### config.mk
export PLATFORM = sky130hd
export DESIGN_NAME = instr_encoder_flat
export DESIGN_NICKNAME = d
export VERILOG_FILES = /design/src/rtl/mips_isa_pkg.sv /design/src/rtl/instr_encoder_if.sv /design/src/rtl/instr_field_pack.sv /design/src/rtl/instr_encoder.sv /design/src/flat_wrapper.sv
export SDC_FILE = /design/constraint.sdc
export NUM_CORES = 1
export LEC_CHECK = 0
export BUFFER_PORTS_ARGS = -buffer_cell sky130_fd_sc_hd__buf_4
export CAP_MARGIN = 40
export CORE_ASPECT_RATIO = 1.1
export CORE_UTILIZATION = 30
export DETAILED_ROUTE_END_ITERATION = 12
export PLACE_DENSITY = 0.56
export SYNTH_ARGS = -nofsm -noshare
export SYNTH_HDL_FRONTEND = slang
export SYNTH_HIERARCHICAL = 1
export SYNTH_SLANG_ARGS = --single-unit
### constraint.sdc
create_clock -name clk -period 3.2 [get_ports clk]
set_input_delay 0.64 -clock clk [delete_from_list [all_inputs] [get_ports clk]]
set_output_delay 0.64 -clock clk [all_outputs]
set_load 0.1 [all_outputs]
### src/rtl/mips_isa_pkg.sv
// rtl/mips_isa_pkg.sv - MIPS-32 instruction kinds, opcodes and field widths
// Opcode constants are shared with the control unit's decode.
package mips_isa_pkg;

   localparam int OP_W    = 6;
   localparam int REG_W   = 5;
   localparam int FUNCT_W = 6;
   localparam int IMM_W   = 16;
   localparam int TGT_W   = 26;
   localparam int KIND_W  = 4;

   typedef enum logic [KIND_W-1:0] {
      KIND_R    = 4'd0,
      KIND_ADDI = 4'd1,
      KIND_SUBI = 4'd2,
      KIND_ANDI = 4'd3,
      KIND_BEQ  = 4'd4,
      KIND_BNE  = 4'd5,
      KIND_BGT  = 4'd6,
      KIND_BGE  = 4'd7,
      KIND_BLE  = 4'd8,
      KIND_LW   = 4'd9,
      KIND_SW   = 4'd10,
      KIND_J    = 4'd11
   } kind_e;

   localparam logic [OP_W-1:0] OP_R    = 6'b000000;
   localparam logic [OP_W-1:0] OP_ADDI = 6'b001000;
   localparam logic [OP_W-1:0] OP_SUBI = 6'b001001;
   localparam logic [OP_W-1:0] OP_ANDI = 6'b001100;
   localparam logic [OP_W-1:0] OP_BEQ  = 6'b000100;
   localparam logic [OP_W-1:0] OP_BNE  = 6'b000101;
   localparam logic [OP_W-1:0] OP_BGT  = 6'b000110;
   localparam logic [OP_W-1:0] OP_BGE  = 6'b000111;
   localparam logic [OP_W-1:0] OP_BLE  = 6'b001011;
   localparam logic [OP_W-1:0] OP_LW   = 6'b100011;
   localparam logic [OP_W-1:0] OP_SW   = 6'b101011;
   localparam logic [OP_W-1:0] OP_J    = 6'b000010;

   // Illegal kinds map to OP_R; callers flag them separately.
   function automatic logic [OP_W-1:0] opcode_of(input logic [KIND_W-1:0] kind);
      case (kind)
         KIND_ADDI: opcode_of = OP_ADDI;
         KIND_SUBI: opcode_of = OP_SUBI;
         KIND_ANDI: opcode_of = OP_ANDI;
         KIND_BEQ:  opcode_of = OP_BEQ;
         KIND_BNE:  opcode_of = OP_BNE;
         KIND_BGT:  opcode_of = OP_BGT;
         KIND_BGE:  opcode_of = OP_BGE;
         KIND_BLE:  opcode_of = OP_BLE;
         KIND_LW:   opcode_of = OP_LW;
         KIND_SW:   opcode_of = OP_SW;
         KIND_J:    opcode_of = OP_J;
         default:   opcode_of = OP_R;
      endcase
   endfunction

endpackage

### src/rtl/instr_encoder_if.sv
// rtl/instr_encoder_if.sv - instruction-in / word-out stream bundle
// master is the loader side, slave is the encoder.
interface instr_encoder_if;
   import mips_isa_pkg::*;

   logic                in_valid;
   logic                in_ready;
   logic [KIND_W-1:0]   in_kind;
   logic [REG_W-1:0]    in_rs;
   logic [REG_W-1:0]    in_rt;
   logic [REG_W-1:0]    in_rd;
   logic [REG_W-1:0]    in_shamt;
   logic [FUNCT_W-1:0]  in_funct;
   logic [IMM_W-1:0]    in_imm;
   logic [31:0]         in_target;
   logic                out_valid;
   logic                out_ready;
   logic [31:0]         out_addr;
   logic [31:0]         out_word;

   modport master (
      output in_valid, in_kind, in_rs, in_rt, in_rd, in_shamt, in_funct, in_imm, in_target,
      input  in_ready,
      input  out_valid, out_addr, out_word,
      output out_ready
   );

   modport slave (
      input  in_valid, in_kind, in_rs, in_rt, in_rd, in_shamt, in_funct, in_imm, in_target,
      output in_ready,
      output out_valid, out_addr, out_word,
      input  out_ready
   );

endinterface

### src/rtl/instr_field_pack.sv
// rtl/instr_field_pack.sv - combinational packing of kind + fields into a MIPS word
// Branch offset and jump target arrive already resolved.
module instr_field_pack
   import mips_isa_pkg::*;
(
   input  logic [KIND_W-1:0]  kind,
   input  logic [REG_W-1:0]   rs,
   input  logic [REG_W-1:0]   rt,
   input  logic [REG_W-1:0]   rd,
   input  logic [REG_W-1:0]   shamt,
   input  logic [FUNCT_W-1:0] funct,
   input  logic [IMM_W-1:0]   imm,
   input  logic [IMM_W-1:0]   off16,
   input  logic [TGT_W-1:0]   tgt26,
   output logic [31:0]        word,
   output logic               illegal
);

   logic [OP_W-1:0] op;

   assign op = opcode_of(kind);

   always_comb begin
      word    = '0;
      illegal = 1'b0;
      case (kind)
         KIND_R:
            word = {OP_R, rs, rt, rd, shamt, funct};
         KIND_ADDI, KIND_SUBI, KIND_ANDI, KIND_LW, KIND_SW:
            word = {op, rs, rt, imm};
         KIND_BEQ, KIND_BNE, KIND_BGT, KIND_BGE, KIND_BLE:
            word = {op, rs, rt, off16};
         KIND_J:
            word = {op, tgt26};
         default:
            illegal = 1'b1;
      endcase
   end

endmodule

### src/rtl/instr_encoder.sv
// rtl/instr_encoder.sv - MIPS-32 instruction encoder with PC tracking
// ENC_BRANCH_RESOLVE_EN: resolve absolute branch/jump targets with range checks.
module instr_encoder
   import mips_isa_pkg::*;
#(
   parameter logic [31:0] BASE_ADDR = 32'h0000_0000,
   parameter int          CNT_W     = 16
)(
   input  logic              clk,
   input  logic              rst_n,
   input  logic              clear_pc,
   instr_encoder_if.slave    bus,
   output logic              err_illegal,
   output logic              err_range,
   output logic [CNT_W-1:0]  word_count
);

   logic [31:0]      pc;
   logic [IMM_W-1:0] off16;
   logic [TGT_W-1:0] tgt26;
   logic             range_err;
   logic             illegal;
   logic [31:0]      packed_word;
   logic             accept;

   assign bus.in_ready = (!bus.out_valid || bus.out_ready) && !clear_pc;
   assign accept       = bus.in_valid && bus.in_ready;

`ifdef ENC_BRANCH_RESOLVE_EN
   logic [31:0] pc_next4;
   logic [31:0] off32;
   logic        is_branch;
   logic        is_jump;
   logic        misaligned;

   assign pc_next4   = pc + 32'd4;
   assign off32      = $signed(bus.in_target - pc_next4) >>> 2;
   assign is_branch  = bus.in_kind inside {KIND_BEQ, KIND_BNE, KIND_BGT, KIND_BGE, KIND_BLE};
   assign is_jump    = (bus.in_kind == KIND_J);
   assign misaligned = |bus.in_target[1:0];
   assign off16      = off32[15:0];
   assign tgt26      = bus.in_target[27:2];

   // Offset fits in 16 bits only when bits 31:15 are a pure sign extension.
   always_comb begin
      range_err = 1'b0;
      if (is_branch)
         range_err = misaligned || !((&off32[31:15]) || !(|off32[31:15]));
      else if (is_jump)
         range_err = misaligned || (bus.in_target[31:28] != pc_next4[31:28]);
   end
`else
   assign off16     = bus.in_imm;
   assign tgt26     = bus.in_target[25:0];
   assign range_err = 1'b0;
`endif

   instr_field_pack u_pack (
      .kind    (bus.in_kind),
      .rs      (bus.in_rs),
      .rt      (bus.in_rt),
      .rd      (bus.in_rd),
      .shamt   (bus.in_shamt),
      .funct   (bus.in_funct),
      .imm     (bus.in_imm),
      .off16   (off16),
      .tgt26   (tgt26),
      .word    (packed_word),
      .illegal (illegal)
   );

   always_ff @(posedge clk) begin
      if (!rst_n) begin
         pc            <= BASE_ADDR;
         word_count    <= '0;
         bus.out_valid <= 1'b0;
         bus.out_addr  <= '0;
         bus.out_word  <= '0;
         err_illegal   <= 1'b0;
         err_range     <= 1'b0;
      end else begin
         err_illegal <= accept && illegal;
         err_range   <= accept && !illegal && range_err;

         if (clear_pc) begin
            pc         <= BASE_ADDR;
            word_count <= '0;
         end

         if (bus.out_valid && bus.out_ready)
            bus.out_valid <= 1'b0;

         // Dropped accepts fall through, so a same-cycle transfer still clears out_valid.
         if (accept && !illegal && !range_err) begin
            bus.out_valid <= 1'b1;
            bus.out_addr  <= pc;
            bus.out_word  <= packed_word;
            pc            <= pc + 32'd4;
            if (word_count != '1)
               word_count <= word_count + CNT_W'(1);
         end
      end
   end

endmodule

### src/flat_wrapper.sv
// flat-port wrapper written by rule: the top's interface ports become plain ports
module instr_encoder_flat import mips_isa_pkg::*;
#(
   parameter logic [31:0] BASE_ADDR = 32'h0000_0000,
   parameter int          CNT_W     = 16
)
  (clk, rst_n, clear_pc, err_illegal, err_range, word_count, bus_in_valid, bus_in_kind, bus_in_rs, bus_in_rt, bus_in_rd, bus_in_shamt, bus_in_funct, bus_in_imm, bus_in_target, bus_in_ready, bus_out_valid, bus_out_addr, bus_out_word, bus_out_ready);
  instr_encoder_if bus_i ();
  input  logic clk;
  input  logic rst_n;
  input  logic clear_pc;
  output logic err_illegal;
  output logic err_range;
  output logic [CNT_W-1:0] word_count;
  input wire logic [$bits(bus_i.in_valid)-1:0] bus_in_valid;
  input wire logic [$bits(bus_i.in_kind)-1:0] bus_in_kind;
  input wire logic [$bits(bus_i.in_rs)-1:0] bus_in_rs;
  input wire logic [$bits(bus_i.in_rt)-1:0] bus_in_rt;
  input wire logic [$bits(bus_i.in_rd)-1:0] bus_in_rd;
  input wire logic [$bits(bus_i.in_shamt)-1:0] bus_in_shamt;
  input wire logic [$bits(bus_i.in_funct)-1:0] bus_in_funct;
  input wire logic [$bits(bus_i.in_imm)-1:0] bus_in_imm;
  input wire logic [$bits(bus_i.in_target)-1:0] bus_in_target;
  output wire logic [$bits(bus_i.in_ready)-1:0] bus_in_ready;
  output wire logic [$bits(bus_i.out_valid)-1:0] bus_out_valid;
  output wire logic [$bits(bus_i.out_addr)-1:0] bus_out_addr;
  output wire logic [$bits(bus_i.out_word)-1:0] bus_out_word;
  input wire logic [$bits(bus_i.out_ready)-1:0] bus_out_ready;
  assign bus_i.in_valid = bus_in_valid;
  assign bus_i.in_kind = bus_in_kind;
  assign bus_i.in_rs = bus_in_rs;
  assign bus_i.in_rt = bus_in_rt;
  assign bus_i.in_rd = bus_in_rd;
  assign bus_i.in_shamt = bus_in_shamt;
  assign bus_i.in_funct = bus_in_funct;
  assign bus_i.in_imm = bus_in_imm;
  assign bus_i.in_target = bus_in_target;
  assign bus_in_ready = bus_i.in_ready;
  assign bus_out_valid = bus_i.out_valid;
  assign bus_out_addr = bus_i.out_addr;
  assign bus_out_word = bus_i.out_word;
  assign bus_i.out_ready = bus_out_ready;
  instr_encoder #(.BASE_ADDR(BASE_ADDR), .CNT_W(CNT_W)) u_core (.clk(clk), .rst_n(rst_n), .clear_pc(clear_pc), .bus(bus_i), .err_illegal(err_illegal), .err_range(err_range), .word_count(word_count));
endmodule
==> impl_metrics.py <==
metrics = {
    "detailed_routing": {
        "wire_per_inst_um": 14.3,
        "final_antenna_net_count": 0,
        "drc": 0,
        "dr.pass1.iters": 4,
        "wirelength_um": 15200,
        "dr_total_vias": 5391,
        "drtIter0Drc": 229,
        "avgViaCountPerCell": 5.06,
    },
    "logic_synthesis": {
        "yosys_warnings": 6,
        "synthDistinctLibCells": 45,
        "synth_area_leaders": "dfxtp_1 (41%), nand2_1 (11%), a21oi_1 (9.1%)",
        "synthDominantCellAreaShare_pct": 40.6,
        "syn_inst": 689,
        "netlist_area_um2": 5430,
        "ys_ff_latch": 110,
        "synth_seq_area_share_pct": 40.6,
        "avgSynthCellArea_um2": 7.88,
        "synth_edf_count": 0,
        "ys.flop_type": "dfxtp_1",
        "yosysTopAreaCell": "dfxtp_1",
        "synthArstFlopShare_pct": 0,
    },
    "global_routing": {
        "overflow": 0,
        "antenna_found_initial": 0,
        "grt_pass1_wl_um": 24800,
        "track_usage_pct": 17.0,
        "first_global_vias": 4824,
        "grt_start_max_net_pins": 65,
    },
    "power": {
        "leakagePower_nw": 2.67,
        "vdd_drop_max_mv": 0.236,
        "p_per_area_nw_per_um2": 430,
        "total_power_mw": 3.07,
    },
    "cts": {
        "post_cts_buffers": 0,
        "cts_buffers": 9,
        "cts_hold_buf": 0,
        "clkSinkCount": 110,
        "htreeDepth": 3,
        "path_clk_slew_ns": 0.07,
        "cts_tree": "built",
        "cts_buffer_depth": 2,
        "clk_latency_ns": 0.35,
        "ctsResizeCount": 0,
        "cts_root_buffer": "clkbuf_16",
    },
    "placement": {
        "dp.cells": 1050,
        "dpl.hpwl_um": 10700,
        "portBuffers": 157,
        "dp_slack_ns": 0.413,
        "gp_congestion": 0.797,
    },
    "setup_path": {
        "required_ns": 3.45,
        "crit_type": "input port to register",
        "end_kind": "register",
        "crit_path_max_fanout": 41,
        "crit_arrival_ns": 2.63,
        "start_kind": "input port",
    },
    "timing": {
        "fin_skew_ns": 0.00793,
        "slew_headroom_pct": 52.5,
        "setup_viol_count_final": 0,
        "hold_slack_ns": 0.455,
        "maxSlewViolCount": 0,
        "tightest_slew_ns": 0.713,
        "setup_ws_ns": 0.821,
        "fin_tns_setup_ns": 0,
        "grt_setup_unrepaired": "false",
        "fin_crit_ns": 2.38,
        "fmax_mhz": 420,
        "final.period_utilization_pct": 74.3,
        "hold_viol_final": 0,
    },
    "die": {
        "die_w_um": 130,
        "dieArea_um2": 18600,
        "core_area_um2": 17700,
        "start_util_pct": 30.7,
        "rows": 51,
        "die_h_um": 143,
        "num_io_pins": 167,
    },
    "worst_hold_path": {
        "hold_class": "register to register",
    },
    "run": {
        "cap_violations": 0,
    },
    "final_layout": {
        "fin_cells": 1066,
        "syn_to_final_growth_pct": 31.6,
        "drive_above_1_share_pct": 24.3,
        "final_nets": 913,
        "diodes": 0,
    },
    "status": {
        "status": "complete, no violations",
    },
}
## routing by layer
layer	up-vias	part of all wire [%]	global-route usage (%)
li1	2724	-	-
met1	2527	46	21.2
met2	124	48	28.1
met3	16	5.0	3.63
met4	0	1.7	6.73
met5	-	0	0
## worst paths after layout
check                     startpoint                       to  slack (ns)  cells after the start
min          u_core/bus.out_addr[17]  u_core/bus.out_addr[17]        0.45                      2
max                   bus_in_kind[3]            u_core/pc[16]        0.82                      6
max reg2reg            u_core/pc[11]            u_core/pc[24]        0.89                      4
min reg2reg  u_core/bus.out_addr[17]  u_core/bus.out_addr[17]        0.45                      2
## flip-flops by register name, summed over array words and instances (netlist names)
signal,count
u_core/bus.out_valid,1
u_core/bus.out_word,32
u_core/word_count,16
u_core/err_illegal,1
u_core/pc,30
u_core/bus.out_addr,30
## placed cells by master (no fill, tap or decap), types with 3 or more instances in the layout
| cell | Yosys | final |
|---|---|---|
| buf_4 | 6 | 174 |
| nand2_1 | 158 | 158 |
| dfxtp_1 | 110 | 110 |
| a21oi_1 | 99 | 99 |
| nand3_1 | 36 | 35 |
| nor4_1 | 19 | 19 |
| nand2b_1 | 16 | 16 |
| mux2i_1 | 16 | 16 |
| nand3b_1 | 16 | 16 |
| a221o_1 | 16 | 16 |
| nor2_1 | 14 | 14 |
| nand4_1 | 13 | 13 |
| or4_1 | 13 | 13 |
| inv_1 | 11 | 10 |
| o21ai_0 | 10 | 10 |
| a22o_1 | 10 | 10 |
| clkbuf_16 | 0 | 9 |
| or3_1 | 9 | 9 |
| o31ai_1 | 9 | 9 |
| and4_1 | 8 | 8 |
| ha_1 | 7 | 7 |
| nor3_1 | 7 | 6 |
| and2_1 | 5 | 5 |
| xnor2_1 | 4 | 4 |
| conb_1 | 2 | 4 |
| nor2b_1 | 3 | 3 |
| a31oi_1 | 3 | 3 |
| o41ai_1 | 3 | 3 |
| xor2_1 | 3 | 3 |
## synth_stat cells, types with 4 or more instances
| cell type | n |
|---|---|
| nor2_1 | 14 |
| mux2i_1 | 16 |
| and4_1 | 8 |
| inv_1 | 11 |
| nand3_1 | 36 |
| o21ai_0 | 10 |
| dfxtp_1 | 110 |
| and2_1 | 5 |
| nor4_1 | 19 |
| clkbuf_1 | 37 |
| nand2_1 | 158 |
| nor3_1 | 7 |
| nand4_1 | 13 |
| or4_1 | 13 |
| buf_4 | 6 |
| or3_1 | 9 |
| a21oi_1 | 99 |
| a221o_1 | 16 |
| xnor2_1 | 4 |
| buf_2 | 8 |
| nand3b_1 | 16 |
| a22o_1 | 10 |
| o31ai_1 | 9 |
| nand2b_1 | 16 |
| ha_1 | 7 |
## cells by family (layout without fill, tap and decap cells)
kind of cell	after synthesis	after routing	share of synthesized area, %
and+or+nand+nor	322	322	29.7
AOI/OAI and AO/OA	159	159	18.4
DFF	110	110	40.6
buffers and inverters	66	203	5.46
muxes	16	16	2.95
adders and majority gates	7	7	1.61
xor gates and xnor gates	7	7	1.13
other	2	4	0.138
## per-stage QoR
step	area [um2]	util (%)
6_report	7140	40.4
2_1_floorplan	5430	-
3_5_place_dp	6820	38.6
3_3_place_gp	6820	38.6
5_1_grt	7140	40.4
4_1_cts	7140	40.4
## report_power, final
group          internal, mW  leakage, nW  switching [mW]
Sequential             1.38        0.888          0.0106
Combinational         0.155         1.62           0.303
Clock                 0.690        0.157           0.526
## worst max-delay path: stages
cell and delay, ns:
buf_4 0.23, and2_1 0.23, nor2b_1 0.36, nand3_2 0.44, buf_4 0.37, o311a_1 0.35
## layout make-up
type / instances / area, um2
Fill cell: 1895 / 10500
Multi-Input combinational cell: 515 / 2950
Sequential cell: 110 / 2200
Timing Repair Buffer: 175 / 1330
Tap cell: 238 / 298
Clock buffer: 9 / 225
Clock inverter: 7 / 97.6
Inverter: 12 / 45.0
No activity file was read; power rests on OpenSTA's default activity.
